`config.mk`:
```
export PLATFORM = sky130hd
export DESIGN_NAME = output_scanout
export DESIGN_NICKNAME = d
export VERILOG_FILES = /design/src/rtl/output_scanout.sv
export SDC_FILE = /design/constraint.sdc
export NUM_CORES = 1
export LEC_CHECK = 0
export BUFFER_PORTS_ARGS = -buffer_cell sky130_fd_sc_hd__buf_2
export CAP_MARGIN = 15
export CORE_MARGIN = 3
export CORE_UTILIZATION = 49
export DETAILED_ROUTE_END_ITERATION = 6
export PLACE_DENSITY_LB_ADDON = 0.12
export SYNTH_ARGS = -nofsm -noshare
export SYNTH_HDL_FRONTEND = slang
export SYNTH_SLANG_ARGS = --single-unit
```
`constraint.sdc`:
```
create_clock -name clk -period 2.45 [get_ports clk]
set_input_delay 0.245 -clock clk [delete_from_list [all_inputs] [get_ports clk]]
set_output_delay 0.245 -clock clk [all_outputs]
set_load 0.05 [all_outputs]
```
`src/rtl/output_scanout.sv`:
```
// output_scanout: raster timing generator and frame RAM scanout stage.
// Counters and read_address update on the same edge, so the address for pixel (h,v)
// is on the RAM port while the counters sit at (h,v). The RAM returns data one clock
// later, and the rgb register adds one more clock. Pixel (h,v) therefore appears on rgb
// 2 clocks after the counters reach (h,v). de/hsync/vsync go through a matching
// 2-deep delay.
module output_scanout #(
  parameter int H_ACTIVE = 640,
  parameter int H_FP     = 16,
  parameter int H_SYNC   = 96,
  parameter int H_BP     = 48,
  parameter int V_ACTIVE = 480,
  parameter int V_FP     = 10,
  parameter int V_SYNC   = 2,
  parameter int V_BP     = 33,
  parameter int ADDR_W   = 22,
  parameter int PIX_W    = 24
) (
  input  logic              clk,
  input  logic              n_rst,
  input  logic              enable,
  input  logic              buf_sel,
  input  logic [PIX_W-1:0]  ram_q,
  output logic [ADDR_W-1:0] read_address,
  output logic [PIX_W-1:0]  rgb,
  output logic              de,
  output logic              hsync,
  output logic              vsync,
  output logic              frame_start
);

  localparam int H_TOTAL = H_ACTIVE + H_FP + H_SYNC + H_BP;
  localparam int V_TOTAL = V_ACTIVE + V_FP + V_SYNC + V_BP;
  localparam int HW      = $clog2(H_TOTAL + 1);
  localparam int VW      = $clog2(V_TOTAL + 1);

  localparam logic [HW-1:0] H_LAST = HW'(H_TOTAL - 1);
  localparam logic [HW-1:0] H_ACT  = HW'(H_ACTIVE);
  localparam logic [HW-1:0] HS_BEG = HW'(H_ACTIVE + H_FP);
  localparam logic [HW-1:0] HS_END = HW'(H_ACTIVE + H_FP + H_SYNC);
  localparam logic [HW-1:0] H_ONE  = HW'(1);
  localparam logic [VW-1:0] V_LAST = VW'(V_TOTAL - 1);
  localparam logic [VW-1:0] V_ACT  = VW'(V_ACTIVE);
  localparam logic [VW-1:0] VS_BEG = VW'(V_ACTIVE + V_FP);
  localparam logic [VW-1:0] VS_END = VW'(V_ACTIVE + V_FP + V_SYNC);
  localparam logic [VW-1:0] V_ONE  = VW'(1);

  // Second framebuffer starts right after the first one.
  localparam logic [ADDR_W-1:0] BUF1_BASE = ADDR_W'(H_ACTIVE * V_ACTIVE);
  localparam logic [ADDR_W-1:0] ADDR_ONE  = ADDR_W'(1);

  typedef enum logic [0:0] {
    ST_IDLE = 1'b0,
    ST_RUN  = 1'b1
  } state_t;

  state_t              state_q;
  logic [HW-1:0]       h_q;
  logic [VW-1:0]       v_q;
  logic [ADDR_W-1:0]   read_address_q;
  logic                frame_start_q;

  // Two-deep delay line for the timing signals, plus the aligned rgb register.
  logic                de_p_q, hs_p_q, vs_p_q;
  logic                de_q, hsync_q, vsync_q;
  logic [PIX_W-1:0]    rgb_q;

  logic                running_s;
  logic                act_s;
  logic                hs_s;
  logic                vs_s;
  logic [HW-1:0]       h_nx_s;
  logic [VW-1:0]       v_nx_s;
  logic [ADDR_W-1:0]   base_s;

  // Decode of the current counter position (stage 0).
  assign running_s = (state_q == ST_RUN);
  assign act_s     = running_s && (h_q < H_ACT) && (v_q < V_ACT);
  assign hs_s      = !(running_s && (h_q >= HS_BEG) && (h_q < HS_END));
  assign vs_s      = !(running_s && (v_q >= VS_BEG) && (v_q < VS_END));
  assign h_nx_s    = h_q + H_ONE;
  assign v_nx_s    = v_q + V_ONE;
  assign base_s    = buf_sel ? BUF1_BASE : '0;

  // Run/idle FSM with raster counters, read address and frame_start.
  // The address is loaded with the base at a frame start. It advances only when the
  // next position is active, so it holds through blanking.
  always_ff @(posedge clk or negedge n_rst) begin
    if (!n_rst) begin
      state_q        <= ST_IDLE;
      h_q            <= '0;
      v_q            <= '0;
      read_address_q <= '0;
      frame_start_q  <= 1'b0;
    end else begin
      frame_start_q <= 1'b0;
      case (state_q)
        ST_IDLE: begin
          h_q <= '0;
          v_q <= '0;
          if (enable) begin
            state_q        <= ST_RUN;
            frame_start_q  <= 1'b1;
            read_address_q <= base_s;
          end else begin
            state_q        <= ST_IDLE;
            read_address_q <= '0;
          end
        end
        ST_RUN: begin
          if (h_q == H_LAST) begin
            h_q <= '0;
            if (v_q == V_LAST) begin
              v_q <= '0;
              if (enable) begin
                frame_start_q  <= 1'b1;
                read_address_q <= base_s;
              end else begin
                state_q        <= ST_IDLE;
                read_address_q <= '0;
              end
            end else begin
              v_q <= v_nx_s;
              if (v_nx_s < V_ACT) begin
                read_address_q <= read_address_q + ADDR_ONE;
              end else begin
                read_address_q <= read_address_q;
              end
            end
          end else begin
            h_q <= h_nx_s;
            if ((h_nx_s < H_ACT) && (v_q < V_ACT)) begin
              read_address_q <= read_address_q + ADDR_ONE;
            end else begin
              read_address_q <= read_address_q;
            end
          end
        end
        default: begin
          state_q        <= ST_IDLE;
          h_q            <= '0;
          v_q            <= '0;
          read_address_q <= '0;
        end
      endcase
    end
  end

  // Delay the timing signals 2 clocks and register the RAM data, blanked outside de.
  always_ff @(posedge clk or negedge n_rst) begin
    if (!n_rst) begin
      de_p_q  <= 1'b0;
      hs_p_q  <= 1'b1;
      vs_p_q  <= 1'b1;
      de_q    <= 1'b0;
      hsync_q <= 1'b1;
      vsync_q <= 1'b1;
      rgb_q   <= '0;
    end else begin
      de_p_q  <= act_s;
      hs_p_q  <= hs_s;
      vs_p_q  <= vs_s;
      de_q    <= de_p_q;
      hsync_q <= hs_p_q;
      vsync_q <= vs_p_q;
      rgb_q   <= de_p_q ? ram_q : '0;
    end
  end

  assign read_address = read_address_q;
  assign frame_start  = frame_start_q;
  assign de           = de_q;
  assign hsync        = hsync_q;
  assign vsync        = vsync_q;
  assign rgb          = rgb_q;

endmodule

```
==> Word-level counts from Yosys, hierarchy flattened <==
Index checks and enable logic that the tools add are counted.
{ "op_classes": {"order_cmp": 8, "n_bitwise": 1, "eq_ne": 5, "add_sub_neg": 3, "n_mux": 20, "reduce_logical": 10} }
{ "ops": {"columns": ["op", "count"], "rows": [
  ["22-bit two-way mux", 4],
  ["22-bit one-hot mux with 2 select lines", 1],
  ["10-bit one-hot mux with 2 select lines", 2],
  ["19-bit two-way mux", 2],
  ["10-bit < comparator (second input constant)", 3],
  ["10-bit by 9-bit < comparator with 1-bit output (second input constant)", 3],
  ["10-bit two-way mux", 3],
  ["24-bit two-way mux", 1],
  ["22-bit by 1-bit adder with 22-bit output (second input constant)", 1],
  ["10-bit by 1-bit adder with 10-bit output (second input constant)", 2],
  ["10-bit == test (second input constant)", 2],
  ["10-bit >= comparator (second input constant)", 1],
  ["10-bit by 9-bit >= comparator with 1-bit output (second input constant)", 1],
  ["1-bit logical AND", 7],
  ["1-bit two-way mux", 5],
  ["4-bit by 2-bit inequality test with 1-bit output (second input constant)", 1],
  ["1-bit one-hot mux with 2 select lines", 2],
  ["3-bit by 1-bit inequality test with 1-bit output (second input constant)", 1],
  ["1-bit zero test", 2],
  ["2-bit by 1-bit inequality test with 1-bit output (second input constant)", 1],
  ["2-bit AND reduction", 1],
  ["1-bit NOT", 1]
]} }
{ "totals": {"register_bits": 74, "out_inout_bits": 50} }

==> Longest topological paths before layout <==
Gate-level depths: netlist of run 1.
{ "logic_depth": {"word_depth": 6, "ltp_mapped": 11, "depth_no_buf": 8} }

==> Worst setup path after synthesis of run 1 <==
Ideal clock, no wire load.
{ "synth_path": {"kind": "register -> register", "startpoint": "register h_q[0]", "endpoint": "register read_address_q[0], in the netlist read_address[0]", "t_required_ps": 2322, "synth_period_minus_slack_ps": 2408, "stages_incl_launch_ff": 10, "t_arrival_ps": 2280, "setup_ps": 128, "path_slack_ps": 42, "cell_sequence": "dfrtp_1 -> ha_1 -> and4_1 -> clkbuf_1 -> a31oi_2 -> o21ai_1 -> o22ai_1 -> buf_2 -> nor2_1 -> mux2_1"} }
{ "synth_between": {"elab_chain_len": 5, "word_cells_on_any_way": 9} }
{ "synth_rtl": {"columns": ["element", "line_no", "source"], "rows": [
  ["start, declared", "58", "logic [HW-1:0] h_q;"],
  ["start signal, assigned", "131", "h_q <= h_nx_s;"],
  ["10-bit by 1-bit adder with 10-bit output", "81", "assign h_nx_s = h_q + H_ONE;"],
  ["10-bit < comparator", "132", "if ((h_nx_s < H_ACT) && (v_q < V_ACT)) begin"],
  ["1-bit logical AND", "132", null],
  ["3-bit by 1-bit inequality test with 1-bit output (no source line)", null, null],
  ["2-bit AND reduction (no source line)", null, null],
  ["end signal, assigned", "127", "read_address_q <= read_address_q;"],
  ["end signal, assigned", "133", "read_address_q <= read_address_q + ADDR_ONE;"],
  ["end signal, assigned", "135", "read_address_q <= read_address_q;"],
  ["end, declared", "60", "logic [ADDR_W-1:0] read_address_q;"]
]} }
Parallel ways exist; a longest one is shown, timed or not.
A chain may end at the register's enable or synchronous reset.

==> Worst setup path after layout of run 1 <==
{ "layout_path": {"startpoint": "register v_q[4]", "endpoint": "register read_address_q[20], in the netlist read_address[20]"} }
{ "layout_between": {"elab_chain_len": 4, "word_cells_on_any_way": 11} }
{ "layout_rtl": {"columns": ["element", "line_no", "source"], "rows": [
  ["start, declared", "59", "logic [VW-1:0] v_q;"],
  ["start signal, assigned", "123", "v_q <= v_nx_s;"],
  ["10-bit by 1-bit adder with 10-bit output (tied with other cells)", "82", "assign v_nx_s = v_q + V_ONE;"],
  ["10-bit by 9-bit < comparator with 1-bit output (tied with other cells)", "124", "if (v_nx_s < V_ACT) begin"],
  ["4-bit by 2-bit inequality test with 1-bit output (no source line) (tied with other cells)", null, null],
  ["2-bit AND reduction (no source line) / 22-bit one-hot mux with 2 select lines (equally long branches)", null, null],
  ["end signal, assigned", "125", "read_address_q <= read_address_q + ADDR_ONE;"],
  ["end signal, assigned", "127", null],
  ["end signal, assigned", "133", null]
]} }
Parallel ways exist; a longest one is shown, timed or not.

==> results of run 1 <==
==> cells in the final DEF (no fill, tap or decap), drive strengths merged, types with 3 or more instances in the layout <==
cell	Yosys	routed
buf	12	103
dfrtp	70	70
nand2	29	29
and2	27	27
nor2	25	25
o31ai	20	20
a21oi	19	19
or4	16	16
nand3	14	14
o21ai	13	13
nand4	12	12
inv	9	11
clkbuf	11	9
a31oi	7	7
and4	6	6
nor3	6	6
ha	6	6
xor2	5	5
dfstp	4	4
xnor2	3	3
nand2b	3	3
and3	3	3
o41ai	3	3
bufinv	0	3
a31o	3	3
==> worst min path at each step <==
stage	endpoint	cells past startpoint	slack, ns
after global routing	rgb[12]$_DFF_PN0_	2	0.09
final	rgb[12]$_DFF_PN0_	2	0.11
after detailed placement	h_q[3]$_DFF_PN0_	1	0.31
after floorplan	de$_DFF_PN0_	0	-0.05
after CTS	rgb[12]$_DFF_PN0_	2	0.09
after global placement	h_q[2]$_DFF_PN0_	1	0.32
==> state kept, by name, summed over array words and instances, names as in the netlist <==
| signal | flops |
|---|---|
| de | 1 |
| de_p_q | 1 |
| frame_start | 1 |
| h_q | 10 |
| hs_p_q | 1 |
| hsync | 1 |
| read_address | 22 |
| rgb | 24 |
| running_s | 1 |
| v_q | 10 |
| vs_p_q | 1 |
| vsync | 1 |
==> per-layer routing <==
| metal | share of wire | vias up | global-route usage |
|---|---|---|---|
| met3 | 0.053 | 9 | 0.03645 |
| met5 | 0 | - | 0 |
| met1 | 0.47 | 1483 | 0.2925 |
| met4 | 0.0088 | 0 | 0.07286 |
| li1 | - | 1468 | - |
| met2 | 0.47 | 84 | 0.3159 |
==> logic make-up (layout without fill, tap and decap cells) <==
logic type,after synthesis,after routing,synth area share
compound gates,79,79,0.1506
xor+xnor,8,8,0.01961
mux,1,1,0.003151
flops,74,74,0.5196
fa+ha+maj,6,6,0.02101
simple gates,152,152,0.2444
buf+inv,32,129,0.04167
==> metrics by stage <==
stage	setup slack, ns	instance area (sq um)	util
2_1_floorplan	0.04245	3573	-
3_5_place_dp	0.02925	4180	0.6020
5_1_grt	-0.003770	4529	0.6523
4_1_cts	0.008519	4438	0.6391
6_report	0.09414	4529	0.6523
3_3_place_gp	0.1267	4180	0.6020
==> critical path, delay by kind of cell, from the launching register on <==
family	cells	cell delay, ns
buffers and inverters	1	0.16
flip-flops	1	0.45
AO/OA/AOI/OAI	1	0.14
AND/OR/NAND/NOR	5	1.53
==> report_power, final <==
part	total, mW	switching [mW]	internal [mW]
clock network	1.16	0.473	0.685
registers	1.24	0.00432	1.24
logic	0.159	0.116	0.0433
==> layout make-up <==
cell class / instances / area share
multi-input cells: 246 / 0.3616
well taps: 96 / 0.02652
flip-flops and latches: 74 / 0.4102
clock buffers: 9 / 0.02735
repair buffers: 104 / 0.1395
clock inverters: 7 / 0.02735
inverters: 9 / 0.007459
==> timing repair <==
| action | 4_1_cts | 5_1_grt |
|---|---|---|
| setup buffers | 0 | 3 |
| endpoints found under the hold margin | 24 | 0 |
| endpoints found under the setup margin | 0 | 21 |
| hold buffers | 1 | 0 |
| resized for setup | 0 | 18 |
==> reports/metrics.csv, run 1 <==
stage,metric,value,unit
status,outcome,completed,
yosys,synth warn,0,
critical_path,Critical Path Sink,read_address[20]$_DFFE_PN0P_,
critical_path,CP max FO,35,
routing,DR WL/cell,15.22,um
yosys,Main synth FF type,dfrtp_1,
floorplan,CORE AREA,0.006944,sq mm
yosys,post-synth top area share,0.4902,
timing,Tcrit/Tclk final,0.9616,
floorplan,initial core utilization,0.5146,
routing,via count,3044,
yosys,Post-Synthesis Cells,352,
global_routing,gr usage total,0.2058,
yosys,synthesized area,0.003573,sq mm
routing,"antenna viol nets, final",0,
final_layout,Multi-input gate area,0.001638,sq mm
yosys,commonest cells in the synthesized netlist,"dfrtp_1, nand2_1, and2_1",
critical_path,worst setup path startpoint,v_q[4]$_DFFE_PN0N_,
global_routing,first-pass GRT wire length,14080,um
yosys,register area share after synthesis,0.5196,
power,PD cells,565.6,mW/mm^2
final_layout,Post-Layout Cell Count,545,
final_layout,Nets,478,
critical_path,category of the critical setup timing path,register to register,
critical_path,FF-to-FF End,read_address[20]$_DFFE_PN0P_,
critical_path,"slowest stage delay, CP",0.52,ns
routing,initial DRC count,199,
floorplan,die area,0.008353,sq mm
power,peak supply drop,0.3131,mV
clocking,CTS root buffer,clkbuf_8,
timing,Pins Over Slew Limit,0,
power,LEAKAGE,1.980,nW
routing,First-pass DRT Iterations,4,
global_routing,number of global-route vias before repair,2886,
yosys,cell taking the most area after synthesis,dfrtp_1,
clocking,CTS Buf Count,9,
routing,DRC,0,
clocking,clock slew at reported path FFs,0.08,ns
routing,Via density,5.585,
yosys,"EDFF count, synth",0,
placed_design,Inst Count DP,525,
power,Final Power,2.562,mW
critical_path,R2R cell count,7,
floorplan,IO Pins,78,
routing,routed wire length,8293,um
global_routing,largest net degree at the start of global routing,49,
clocking,Clock Tree Buf Depth,2,
floorplan,# rows,30,
clocking,H-Tree Level Count,3,
global_routing,grt ovf,0,
timing,Final setup viols,0,
yosys,Post-synth ARST share,1.000,
floorplan,Horiz. Die Dim,91.40,um
timing,highest achievable clock rate,424.5,MHz
floorplan,chip height,91.40,um
yosys,top-count cell post-synth,dfrtp_1,
critical_path,crit-path cells,or3_1 > or4_4 > nand4_4 > nor3_2 > buf_12 > or4_1 > a21oi_2,
job,max-cap viol count,0,
final_layout,Inserted Diodes,0,
yosys,Yosys reg bits,74,
critical_path,crit path launch type,register,
critical_path,Worst R2R Setup Slack,0.09,ns
final_layout,Filler Cells Inserted,588,
clocking,Skew-Pair Late Insertion Delay,0.34,ns
timing,Fin Hold WS,0.1076,ns
critical_path,worst path required time,2.73,ns
timing,setup clock skew after layout,0.01267,ns
yosys,synthesized net count,386,
critical_path,slowest CP cell,or4_4,
placed_design,I/O Buffers,77,
timing,setup TNS,0,ns
final_layout,FF+latch area,0.001858,sq mm
clocking,CTS Sinks,74,
timing,Period minus WS final,2.356,ns
placed_design,HPWL Detailed,5707,um
timing,measured slew at the worst slew-check pin,0.6497,ns
timing,slew margin rel.,0.5668,
critical_path,FF-to-FF Start,v_q[4]$_DFFE_PN0N_,
final_layout,layout cells sized above 1,0.3296,
placed_design,routability congestion estimate,0.8682,
hold_path,Hold Crit Start,ram_q[12],
critical_path,CP endpoint kind,register,
hold_path,hold crit path type,primary input to register,
yosys,library cells used by synthesis,54,
final_layout,area grow syn2layout,26.75,%
global_routing,initial antenna violation count,0,
clocking,TritonCTS clock tree,done,
critical_path,Worst EP arrival,2.64,ns
yosys,Synth Area per Inst,10.15,sq um
yosys,"top cells by area, synth","dfrtp_1, and2_1, o31ai_1",
timing,final hold violation count,0,
(Power assumes the default switching activity.)
==> run 2: changes to the inputs <==
Settings changed: ABC_AREA from default to 1, CORE_UTILIZATION 49 to 50, HOLD_SLACK_MARGIN from default to 0.08, SLEW_MARGIN from default to 20.
==> reports/metrics.csv, run 2 <==
stage,metric,value,unit,change
status,outcome,completed,,
yosys,mux contribution to synthesized area,0,,-0.003151
final_layout,Post-Layout Cell Count,726,,+33%
timing,Period minus WS final,2.157,ns,-0.1987 ns
yosys,post-synth top area share,0.4341,,-0.05609
final_layout,layout cells sized above 1,0.2115,,-0.1181
floorplan,die area,0.009184,sq mm,+10%
routing,Via density,4.997,,-11%
yosys,Post-Synth Simple-Gate Area,0.3439,,+0.09948
routing,routed wire length,9809,um,+18%
timing,Tcrit/Tclk final,0.8805,,-0.08110
yosys,synth warn,0,,unchanged
power,peak supply drop,0.3412,mV,+9.0%
global_routing,number of global-route vias before repair,3549,,+23%
yosys,main combinational cell family by area after synthesis,simple AND/OR/NAND/NOR gates,,
timing,highest achievable clock rate,463.6,MHz,+9.2%
critical_path,crit path launch type,register,,
final_layout,Largest register FFs,24,,unchanged
placed_design,HPWL Detailed,6855,um,+20%
hold_path,Hold Path Stages,3,,+1
critical_path,worst setup path startpoint,v_q[0]$_DFFE_PN0N_,,
critical_path,R2R cell count,14,,+7
timing,final hold violation count,0,,unchanged
yosys,Yosys reg bits,74,,unchanged
critical_path,worst path required time,2.70,ns,-0.03 ns
hold_path,Min-Delay Endpoint,rgb[11]$_DFF_PN0_,,
placed_design,I/O Buffers,77,,unchanged
routing,"antenna viol nets, final",0,,unchanged
critical_path,FF-to-FF Start,v_q[0]$_DFFE_PN0N_,,
yosys,Synth Area in XOR/XNOR,0.03039,,+0.01078
clocking,CTS root buffer,clkbuf_8,,
global_routing,met1 Use GR,0.3093,,+0.01672
clocking,H-Tree Level Count,3,,unchanged
yosys,synthesized area,0.004035,sq mm,+13%
critical_path,category of the critical setup timing path,register to register,,
clocking,CTS Sinks,74,,unchanged
global_routing,grt peak-use layer,met2,,
global_routing,met2 Use GR,0.3573,,+0.04138
clocking,Clock Tree Buf Depth,2,,unchanged
yosys,top-count cell post-synth,nand2_1,,
yosys,commonest cells in the synthesized netlist,"nand2_1, dfrtp_1, inv_1",,
clocking,CTS Buf Count,9,,unchanged
routing,First-pass DRT Iterations,4,,unchanged
yosys,"top cells by area, synth","dfrtp_1, nand2_1, inv_1",,
final_layout,"commonest cells after routing, fill and taps aside","nand2_1, buf_2, dfrtp_1",,
critical_path,Worst R2R Setup Slack,0.29,ns,+0.20 ns
global_routing,GRT met3 Usage,0.05082,,+0.01437
hold_path,Hold Crit Start,ram_q[11],,
timing,slew margin rel.,0.3848,,-0.1820
clocking,TritonCTS clock tree,done,,
global_routing,grt ovf,0,,unchanged
timing,setup TNS,0,ns,unchanged
floorplan,# rows,32,,+6.7%
yosys,Compound-Gate Fraction of Synth Area,0.06357,,-0.08699
floorplan,chip height,95.84,um,+4.9%
yosys,Post-Synthesis Cells,522,,+48%
critical_path,CP endpoint kind,register,,
yosys,Post-synth ARST share,1.000,,unchanged
timing,measured slew at the worst slew-check pin,0.9228,ns,+0.2731 ns
routing,initial DRC count,193,,-3.0%
power,PD cells,486.9,mW/mm^2,-14%
routing,DR WL/cell,13.51,um,-11%
global_routing,gr usage total,0.2305,,+0.02468
timing,Final setup viols,0,,unchanged
yosys,synthesized net count,556,,+44%
floorplan,Horiz. Die Dim,95.84,um,+4.9%
critical_path,CP max FO,13,,-63%
yosys,"EDFF count, synth",0,,unchanged
global_routing,initial antenna violation count,0,,unchanged
timing,RSZ-0062 raised after global routing,no,,
final_layout,area grow syn2layout,20.47,%,
global_routing,largest net degree at the start of global routing,75,,+53%
routing,via count,3628,,+19%
job,max-cap viol count,0,,unchanged
yosys,Adder-Cell Fraction of Synth Area,0.01860,,-0.002404
yosys,register area share after synthesis,0.4602,,-0.05945
global_routing,first-pass GRT wire length,16420,um,+17%
final_layout,final core utilization,0.6258,,-0.02645
hold_path,hold crit path type,primary input to register,,
floorplan,CORE AREA,0.007767,sq mm,+12%
clocking,clock slew at reported path FFs,0.08,ns,about the same
clocking,Post-CTS Setup Inserts,0,,unchanged
timing,setup clock skew after layout,0.007807,ns,-0.004868 ns
final_layout,Inserted Diodes,0,,unchanged
routing,DRC,0,,unchanged
final_layout,"commonest non-fill, non-tap cell in the layout",nand2_1,,
timing,Pins Over Slew Limit,0,,unchanged
placed_design,Inst Count DP,696,,+33%
final_layout,Nets,653,,+37%
critical_path,FF-to-FF End,read_address[12]$_DFFE_PN0P_,,
placed_design,routability congestion estimate,0.9422,,+8.5%
yosys,Main synth FF type,dfrtp_1,,
floorplan,initial core utilization,0.5195,,+0.004896
yosys,cell taking the most area after synthesis,dfrtp_1,,
yosys,library cells used by synthesis,39,,-28%
final_layout,Filler Cells Inserted,671,,+14%
floorplan,IO Pins,78,,unchanged
clocking,Skew-Pair Late Insertion Delay,0.35,ns,about the same
yosys,Synth Area per Inst,7.730,sq um,-24%
critical_path,Worst EP arrival,2.40,ns,-0.24 ns
power,LEAKAGE,2.564,nW,+30%
-- run 2: worst max-delay path by stage --
stage / depth (start not counted) / end / slack, ns
CTS: 10 / read_address[20]$_DFFE_PN0P_ / 0.19
finish: 14 / read_address[12]$_DFFE_PN0P_ / 0.29
global placement: 10 / read_address[4]$_DFFE_PN0P_ / 0.33
floorplan: 8 / read_address[16]$_DFFE_PN0P_ / 0.46
detailed placement: 10 / read_address[20]$_DFFE_PN0P_ / 0.19
global route: 14 / read_address[12]$_DFFE_PN0P_ / 0.04
-- run 2: stage by stage --
step                hold slack [ns]  cell area (sq um)  power (mW)  setup WS [ns]
floorplan                  -0.05059               4035       1.359         0.4645
global placement             0.3457               4518       1.427         0.3306
detailed placement           0.3491               4518       1.430         0.1884
CTS                         0.08092               4853       2.396         0.1864
global route                0.09795               4861       2.458        0.03738
finish                      0.09253               4861       2.367         0.2928
-- run 2: logic make-up after synthesis --
family	after synthesis
AND/OR/NAND/NOR	307
adder cells (fa/ha/maj)	6
flip-flops	74
buffers and inverters	81
AO/OA/AOI/OAI	40
XOR/XNOR	14
-- run 2: area by class of cell --
| type | count | area [sq um] | area share |
|---|---|---|---|
| inverter | 71 | 266.5 | 0.05483 |
| clock buffer | 11 | 141.4 | 0.02909 |
| multi-input combinational | 367 | 1849 | 0.3804 |
| tap | 102 | 127.6 | 0.02625 |
| clock inverter | 5 | 53.80 | 0.01107 |
| timing repair buffer | 96 | 565.5 | 0.1163 |
| sequential | 74 | 1857 | 0.3820 |
-- run 2: metal layers --
layer	wire length (um)	vias up	share of wire
met3	752	21	0.077
met4	213	0	0.022
met1	4482	1638	0.46
met2	4360	136	0.44
li1	-	1833	-
met5	0	-	0
-- run 2: worst max-delay path, cell delays in order (launching register included) --
cell and delay, ns:
dfrtp_1 0.43, inv_1 0.12, ha_1 0.16, nand2_1 0.05
nor2_1 0.14, nand4_2 0.14, buf_4 0.23, nand2_1 0.07
nand2_1 0.08, inv_1 0.23, nand2_1 0.15, o21ai_0 0.10
inv_1 0.07, nand2_2 0.06, nand2_1 0.04
-- run 2: what timing repair did --
action | CTS | global route
hold buffers | 14 | 0
endpoints found under the hold margin | 39 | 0
gates resized for setup | 0 | 1
endpoints found under the setup margin | 0 | 19
-- run 2: report_power, final --
part / internal [mW] / switching [mW]
clock network: 0.495 / 0.449
logic: 0.0510 / 0.125
registers: 1.24 / 0.00493
total: 1.79 / 0.580
==> run 3: changes to the inputs <==
Settings changed: BUFFER_PORTS_ARGS -buffer_cell sky130_fd_sc_hd__buf_2 to -buffer_cell sky130_fd_sc_hd__buf_4.
==> reports/metrics.csv, run 3 (synthesis results as in run 2) <==
stage,metric,value,unit,change
status,outcome,completed,,
critical_path,Worst R2R Setup Slack,0.35,ns,+0.06 ns
clocking,TritonCTS clock tree,done,,
routing,DR WL/cell,13.26,um,-1.8%
routing,routed wire length,9616,um,-2.0%
timing,Tcrit/Tclk final,0.8559,,-0.02459
global_routing,number of global-route vias before repair,3305,,-6.9%
global_routing,grt ovf,0,,unchanged
power,clock share of power,0.396,,-0.003
power,logic gate share of total power,0.083,,+0.008
clocking,CTS Buf Count,9,,unchanged
critical_path,category of the critical setup timing path,register to register,,
clocking,H-Tree Level Count,3,,unchanged
critical_path,worst path required time,2.69,ns,about the same
final_layout,Post-Layout Cell Count,725,,-0.14%
final_layout,Nets,652,,-0.15%
floorplan,IO Pins,78,,unchanged
floorplan,chip height,95.84,um,unchanged
power,PD cells,475.0,mW/mm^2,-2.4%
power,Sw Ratio,0.2442,,-0.0007729
power,Flop pwr share,0.521,,-0.005
critical_path,CP max FO,13,,unchanged
critical_path,FF-to-FF Start,v_q[0]$_DFFE_PN0N_,,
final_layout,area grow syn2layout,24.93,%,
routing,"antenna viol nets, final",0,,unchanged
placed_design,I/O Buffers,77,,unchanged
routing,DRC,0,,unchanged
job,max-cap viol count,0,,unchanged
power,Sw Pwr,0.5847,mW,+0.85%
final_layout,"commonest non-fill, non-tap cell in the layout",nand2_1,,
timing,setup clock skew after layout,0.01558,ns,+0.007768 ns
timing,Final setup viols,0,,unchanged
floorplan,Horiz. Die Dim,95.84,um,unchanged
hold_path,hold crit path type,primary input to register,,
critical_path,Critical Path Sink,read_address[13]$_DFFE_PN0P_,,
placed_design,routability congestion estimate,0.9539,,+1.2%
final_layout,Multi-input gate area,0.001849,sq mm,unchanged
clocking,CTS Sinks,74,,unchanged
floorplan,die area,0.009184,sq mm,unchanged
timing,highest achievable clock rate,476.9,MHz,+2.9%
timing,measured slew at the worst slew-check pin,0.9252,ns,+0.002411 ns
critical_path,CP endpoint kind,register,,
global_routing,met1 Use GR,0.2970,,-0.01226
global_routing,gr usage total,0.2178,,-0.01265
timing,Pins Over Slew Limit,0,,unchanged
timing,slew margin rel.,0.3832,,-0.001608
global_routing,largest net degree at the start of global routing,75,,unchanged
clocking,CTS root buffer,clkbuf_8,,
routing,Via density,5.062,,+1.3%
final_layout,Inserted Diodes,0,,unchanged
floorplan,CORE AREA,0.007767,sq mm,unchanged
final_layout,layout cells sized above 1,0.2119,,+0.0003395
final_layout,FF+latch area,0.001857,sq mm,unchanged
routing,initial DRC count,176,,-8.8%
placed_design,Inst Count DP,696,,unchanged
power,Pint,1.810,mW,+1.3%
clocking,clock slew at reported path FFs,0.08,ns,about the same
critical_path,FF-to-FF End,read_address[13]$_DFFE_PN0P_,,
timing,RSZ-0062 raised after global routing,no,,
floorplan,# rows,32,,unchanged
final_layout,Largest register FFs,24,,unchanged
routing,via count,3670,,+1.2%
global_routing,first-pass GRT wire length,15550,um,-5.3%
critical_path,Worst EP arrival,2.34,ns,-0.06 ns
routing,First-pass DRT Iterations,5,,+1
power,peak supply drop,0.4355,mV,+28%
global_routing,initial antenna violation count,0,,unchanged
floorplan,initial core utilization,0.5195,,unchanged
final_layout,"commonest cells after routing, fill and taps aside","nand2_1, buf_4, dfrtp_1",,
final_layout,Filler Cells Inserted,659,,-1.8%
clocking,Skew-Pair Late Insertion Delay,0.35,ns,about the same
timing,Period minus WS final,2.097,ns,-0.06025 ns
clocking,Clock Tree Buf Depth,2,,unchanged
timing,final hold violation count,0,,unchanged
global_routing,GRT met3 Usage,0.07740,,+0.02658
global_routing,grt peak-use layer,met2,,
power,LEAKAGE,2.620,nW,+2.2%
global_routing,met2 Use GR,0.3191,,-0.03822
critical_path,worst setup path startpoint,v_q[0]$_DFFE_PN0N_,,
critical_path,R2R cell count,14,,unchanged
placed_design,HPWL Detailed,6717,um,-2.0%
timing,setup TNS,0,ns,unchanged
critical_path,crit path launch type,register,,
## run 3: cell count changes in the layout (fill, tap and decap cells not counted), sizes merged
cell         previous run  this run
dlygate4sd3            14        13
## run 3: metal layers
| metal | vias up | wire [um] |
|---|---|---|
| li1 | 1827 | - |
| met1 | 1688 | 4324 |
| met2 | 140 | 4261 |
| met3 | 15 | 857 |
| met4 | 0 | 172 |
| met5 | - | 0 |
## run 3: worst max-delay path, stage by stage (launching register included)
cell and delay, ns:
dfrtp_1 0.43, inv_1 0.12, ha_1 0.15, nand2_1 0.05, nor2_1 0.11, nand4_2 0.11, buf_4 0.21, nand2_1 0.07
nand2_1 0.08, inv_1 0.23, nand2_1 0.15, o21ai_0 0.10, inv_1 0.06, nand2_2 0.06, nand2_1 0.05
## run 3: worst min path at each step
stage | endpoint | slack (ns) | from | depth (start not counted)
after CTS | rgb[7]$_DFF_PN0_ | 0.08 | ram_q[7] | 3
after global placement | vsync$_DFF_PN1_ | 0.35 | vs_p_q$_DFF_PN1_ | 0
final | rgb[7]$_DFF_PN0_ | 0.09 | ram_q[7] | 3
after floorplan | de$_DFF_PN0_ | -0.05 | n_rst | 0
after global routing | rgb[5]$_DFF_PN0_ | 0.09 | ram_q[5] | 3
after detailed placement | hsync$_DFF_PN1_ | 0.35 | hs_p_q$_DFF_PN1_ | 0
## run 3: through the flow
step                power (mW)  worst slack (ns)  instance area, sq um    util  hold slack [ns]
floorplan                1.359            0.4645                  4035       -         -0.05059
global placement         1.453            0.3295                  4708  0.6062           0.3456
detailed placement       1.455            0.2061                  4708  0.6062           0.3482
CTS                      2.421            0.1991                  5034  0.6480          0.08003
global route             2.495            0.1237                  5041  0.6490          0.08713
finish                   2.394            0.3531                  5041  0.6490          0.08726
## run 3: area by class of cell
type / count / share of cell area
repair buffers: 95 / 0.1479
multi-input cells: 367 / 0.3668
clock buffers: 11 / 0.02805
flip-flops and latches: 74 / 0.3683
well taps: 102 / 0.02532
inverters: 71 / 0.05287
clock inverters: 5 / 0.01067
## run 3: what timing repair did
action / in CTS / in global routing
endpoints found under the hold margin: 41 / 0
setup buffers: 0 / 0
resized for setup: 0 / 1
setup endpoints to repair: 0 / 21
hold buffers: 13 / 0
## run 3: power by group through the flow
stage          clock network, mW  logic [mW]  registers [mW]
5_1_grt                     1.03       0.214            1.25
2_1_floorplan                  0      0.0152            1.34
4_1_cts                    0.974       0.200            1.25
3_5_place_dp                   0       0.185            1.27
6_report                   0.949       0.199            1.25
3_3_place_gp                   0       0.183            1.27
